`config.mk`:
```
export PLATFORM = sky130hd
export DESIGN_NAME = instruction_fetch_sequencer
export DESIGN_NICKNAME = d
export VERILOG_FILES = /design/src/rtl/instruction_fetch_sequencer.sv
export SDC_FILE = /design/constraint.sdc
export NUM_CORES = 1
export LEC_CHECK = 0
export CAP_MARGIN = 20
export CORE_MARGIN = 1.5
export CORE_UTILIZATION = 57
export DETAILED_ROUTE_END_ITERATION = 10
export DONT_BUFFER_PORTS = 1
export MAX_ROUTING_LAYER = met4
export PLACE_DENSITY = 0.75
export SLEW_MARGIN = 40
export SYNTH_ARGS = -nofsm -noshare
export SYNTH_HDL_FRONTEND = slang
export SYNTH_SLANG_ARGS = --single-unit
```
`constraint.sdc`:
```
create_clock -name Clk -period 4.1 [get_ports Clk]
set_input_delay 0.82 -clock Clk [delete_from_list [all_inputs] [get_ports Clk]]
set_output_delay 0.82 -clock Clk [all_outputs]
set_load 0.005 [all_outputs]
```
`src/rtl/instruction_fetch_sequencer.sv`:
```
// Fetch front end: owns the PC, drives the combinational instruction memory and
// registers the returned word into IF/ID with stall, redirect, halt and fault control.
module instruction_fetch_sequencer #(
    parameter logic [31:0] RESET_PC   = 32'h00000000,
    parameter int          IMEM_DEPTH = 128,
    parameter logic [31:0] HALT_WORD  = 32'h00000008
) (
    input  logic        Clk,
    input  logic        Reset,
    input  logic        Stall,
    input  logic        RedirectValid,
    input  logic [31:0] RedirectTarget,
    input  logic        Resume,
    output logic [31:0] ImemAddress,
    input  logic [31:0] ImemInstruction,
    output logic [31:0] IF_Instruction,
    output logic [31:0] IF_PCPlus4,
    output logic        IF_Valid,
    output logic        Halted,
    output logic        Fault,
    output logic [31:0] InstrCount
);

    localparam logic [31:0] IMEM_BYTES = 32'(4 * IMEM_DEPTH);

    typedef enum logic [1:0] {
        BOOT,
        RUN,
        HALT
    } state_t;

    state_t      state_q;
    logic [31:0] pc_q;
    logic [31:0] instr_q;
    logic [31:0] pcPlus4_q;
    logic        valid_q;
    logic        halted_q;
    logic        fault_q;
    logic [31:0] count_q;

    logic [31:0] pcPlus4_d;
    logic [31:0] count_d;
    logic        addrFault_d;

    // Wrap past the top of memory lands in the out-of-range check below.
    assign pcPlus4_d   = pc_q + 32'd4;
    assign count_d     = count_q + 32'd1;
    assign addrFault_d = (pc_q[1:0] != 2'b00) || (pc_q >= IMEM_BYTES);

    always_ff @(posedge Clk or posedge Reset) begin
        if (Reset) begin
            state_q   <= BOOT;
            pc_q      <= RESET_PC;
            instr_q   <= 32'd0;
            pcPlus4_q <= 32'd0;
            valid_q   <= 1'b0;
            halted_q  <= 1'b0;
            fault_q   <= 1'b0;
            count_q   <= 32'd0;
        end else begin
            case (state_q)
                BOOT: begin
                    valid_q <= 1'b0;
                    state_q <= RUN;
                end
                RUN: begin
                    if (RedirectValid) begin
                        pc_q    <= RedirectTarget;
                        instr_q <= 32'd0;
                        valid_q <= 1'b0;
                    end else if (Stall) begin
                        pc_q    <= pc_q;
                    end else if (addrFault_d) begin
                        fault_q <= 1'b1;
                        valid_q <= 1'b0;
                        state_q <= HALT;
                    end else begin
                        instr_q   <= ImemInstruction;
                        pcPlus4_q <= pcPlus4_d;
                        valid_q   <= 1'b1;
                        pc_q      <= pcPlus4_d;
                        count_q   <= count_d;
                        // The halt word itself still issues once before fetch stops.
                        if (ImemInstruction == HALT_WORD) begin
                            halted_q <= 1'b1;
                            state_q  <= HALT;
                        end
                    end
                end
                HALT: begin
                    valid_q <= 1'b0;
                    if (Resume) begin
                        halted_q <= 1'b0;
                        fault_q  <= 1'b0;
                        state_q  <= RUN;
                        if (RedirectValid) begin
                            pc_q <= RedirectTarget;
                        end
                    end
                end
                default: begin
                    state_q <= BOOT;
                    valid_q <= 1'b0;
                end
            endcase
        end
    end

    assign ImemAddress    = pc_q;
    assign IF_Instruction = instr_q;
    assign IF_PCPlus4     = pcPlus4_q;
    assign IF_Valid       = valid_q;
    assign Halted         = halted_q;
    assign Fault          = fault_q;
    assign InstrCount     = count_q;

endmodule

```
==> impl_metrics.py <==
metrics = {
    "final_layout": {
        "most_common_cell_after_layout_fill_and_taps_aside": "dfrtp_1",
        "mostFrequentLayoutCells": "dfrtp_1, nand2_1, a21oi_1",
        "filler_cell_count": 801,
        "layout.cells.non_filler": 741,
        "num-nets-final": 667,
        "final_design_area_no_fill_mm2": 0.006875,
        "areaGrowthSynthToFinish_pct": 12.72,
        "layout-drive-gt1-share_pct": 9.752,
        "seqCellArea_mm2": 0.003328,
        "num_antenna_cells": 0,
        "multi_input_comb_area_mm2": 0.002594,
    },
    "sta": {
        "min_period_ns": 3.111,
        "fin_crit_sh_pct": 75.89,
        "tns_ns": 0,
        "setup_skew_after_layout_ns": 0.01187,
        "grt_setup_unrepaired": "no",
        "slew_headroom_pct": 55.55,
        "final-setup-viol-count": 0,
        "fmax_ghz": 0.3214,
        "report.final.hold_viol_count": 0,
        "setup_slack_after_layout_ns": 0.9886,
        "timing_max_transition_violations_final": 0,
        "tightestPinTransition_ns": 0.6653,
    },
    "floorplanning": {
        "row_count": 37,
        "area_inside_the_core_boundary_mm2": 0.01037,
        "chipHeight_um": 106.4,
        "die-area_mm2": 0.01133,
        "initial_core_util_pct": 58.82,
        "boundary_pin_count": 200,
        "chipWidth_um": 106.4,
    },
    "place": {
        "pre_cts_ws_ns": 1.056,
        "dp_hpwl_um": 10320,
        "place.gp.congestion": 0.9239,
        "placedInstanceArea_mm2": 0.006257,
        "number_of_placed_instances_taps_included": 709,
        "place.port_buffers": 0,
    },
    "grt": {
        "grt_pass1_wl_um": 23400,
        "remaining_global_route_overflow": 0,
        "first_global_vias": 4544,
        "grt_start_max_net_pins": 81,
        "globalRouteTotalUtil_pct": 27.20,
        "antenna_violations_before_repair": 0,
    },
    "clocking": {
        "cts-buffers-inserted": 17,
        "clkTransAtPathRegs_ns": 0.06,
        "cts.sinks": 133,
        "holdBufCountCts": 0,
        "htreeDepth": 4,
        "cts_setup_buffers": 0,
        "clock_tree_buffer_depth": 2,
        "cts_resized": 0,
        "clock_tree.root_cell": "clkbuf_8",
        "tritoncts": "yes",
        "clkLatencyLatePin_ns": 0.51,
    },
    "setup_path": {
        "rrSetupSlack_ns": 0.99,
        "path_class": "flip-flop to flip-flop",
        "critical_path_arrival_ns": 3.53,
        "path_cells": "or4_1 > or3_4 > nor4_2 > o21a_1 > buf_4 > o211ai_1 > a22oi_1",
        "path_delay_family": "simple AND/OR/NAND/NOR gates",
        "critical_path_end_type": "flip-flop",
        "worst_path_maximum_fanout": 27,
        "cpPeakStageDelay_ns": 0.59,
        "required_arrival_time_at_the_worst_endpoint_ns": 4.52,
        "standard_cell_with_the_maximum_stage_delay_on_the_critical_path": "or4_1",
        "cp.buffers_inverters": 1,
        "critical_path.startpoint_type": "flip-flop",
    },
    "synth": {
        "synth-edff-count": 0,
        "netlist.top_cell.by_area": "dfrtp_1",
        "synthesis.area_per_instance_um2": 10.23,
        "synthArstFlopShare_pct": 100.0,
        "yosys_warnings": 0,
        "synth.top_cells.by_area": "dfrtp_1, a22o_1, xnor2_1",
        "synthesis.nets": 671,
        "number_of_library_cell_types_mapped_by_synthesis": 47,
        "synth_largest_type_area_fraction_pct": 54.56,
        "synthCells": 596,
        "synthesis.area_mm2": 0.006100,
        "synth.ff_latch_count": 133,
        "sequential_share_of_the_synthesized_area_pct": 54.56,
        "yosys_most_used_dff": "dfrtp_1",
    },
    "route": {
        "routed_via_count_divided_by_cell_count": 6.306,
        "drc_errors": 0,
        "postRouteWirelength_um": 14970,
        "wire_per_inst_um": 20.21,
        "antenna_left": 0,
        "detail_route.first_pass.iterations": 5,
        "dr.first_iter.drc_count": 406,
        "via_count": 4673,
    },
    "pwr": {
        "power_report.internal_total_mw": 2.853,
        "share_comb_of_total_power_pct": 22.9,
        "p_sw_share_pct": 34.78,
        "static_leakage_power_nw": 3.041,
        "power_frac_clock_pct": 36.0,
        "power.sequential.fraction_pct": 41.2,
        "power_switching_mw": 1.522,
        "power-per-cell-area_mw_per_mm2": 636.3,
        "peak_ir_drop_on_the_vdd_network_v": 0.0003696,
    },
    "flow_run": {
        "max-cap-violations": 0,
    },
    "status": {
        "run_status": "finished clean",
    },
    "worst_hold_path": {
        "timing.hold.worst.class": "input pin to async pin",
    },
}
-- layout make-up --
| class | instances | area share [%] |
|---|---|---|
| well taps | 136 | 2.475 |
| repair buffers | 9 | 1.638 |
| clock inverters | 15 | 2.966 |
| flip-flops and latches | 133 | 48.41 |
| clock buffers | 17 | 6.024 |
| inverters | 13 | 0.7643 |
| multi-input cells | 418 | 37.73 |
-- cells in the mapped netlist, drive strengths merged (2+ instances only) --
cell,number
xnor2,31
nor2b,24
mux2,5
a22oi,3
nand3,30
nor3b,4
nor4,20
o211ai,2
nor4b,2
or4,3
or2,3
or3,9
and3,11
and4,5
nor3,9
o22a,3
a21oi,50
xor2,6
a31oi,7
inv,13
a22o,32
nor2,38
o22ai,4
buf,10
clkbuf,22
o21ai,32
nand2,52
o2bb2ai,5
nand4,11
ha,6
dfrtp,133
o21a,2
-- flip-flops by register name, indices dropped and copies added, names as in the netlist --
name / count
InstrCount: 32
ImemAddress: 32
IF_Valid: 1
Halted: 1
Fault: 1
IF_Instruction: 32
IF_PCPlus4: 32
state_q: 2
-- final timing paths --
path                            startpoint                 to  cells past startpoint
max                        ImemAddress[14]    ImemAddress[13]                      7
min                                  Reset    ImemAddress[17]                      1
max reg2reg                ImemAddress[14]    ImemAddress[13]                      7
min reg2reg                 InstrCount[31]     InstrCount[31]                      1
max in group asynchronous            Reset  IF_Instruction[7]                      2
min in group Clk             RedirectValid           IF_Valid                      1
-- power groups by stage --
stage / Combinational (mW) / Sequential (mW) / Clock (mW)
final: 1.00 / 1.80 / 1.57
after global routing: 1.13 / 1.84 / 1.65
after CTS: 0.991 / 1.80 / 1.59
after detailed placement: 0.984 / 1.82 / 0
after global placement: 0.921 / 1.81 / 0
after floorplan: 0.820 / 1.70 / 0
-- logic make-up (layout without fill, tap and decap cells) --
family                   Yosys count  in the layout  synth area share, %
AND/OR/NAND/NOR                  224            224                19.57
AO/OA/AOI/OAI                    146            146                15.30
XOR/XNOR                          37             37                5.313
flip-flops                       133            133                54.56
multiplexers                       5              5               0.9230
adder cells (fa/ha/maj)            6              6                1.231
buffers and inverters             45             54                3.097
-- through the flow --
stage	util, %	power (mW)	hold WS [ns]
3_5_place_dp	60.34	2.802	0.4899
6_report	66.30	4.375	0.2437
2_1_floorplan	-	2.521	0.4682
5_1_grt	66.30	4.617	0.2587
3_3_place_gp	60.07	2.730	0.4860
4_1_cts	66.30	4.380	0.2472
-- per-layer routing --
| layer | track usage (%) | share of wire (%) | vias to the layer above |
|---|---|---|---|
| li1 | - | - | 2135 |
| met1 | 33.71 | 41 | 2323 |
| met2 | 42.90 | 50 | 199 |
| met3 | 7.664 | 8.2 | 16 |
| met4 | 9.905 | 1.3 | 0 |
| met5 | - | 0 | - |
No activity file was read; power rests on OpenSTA's default activity.
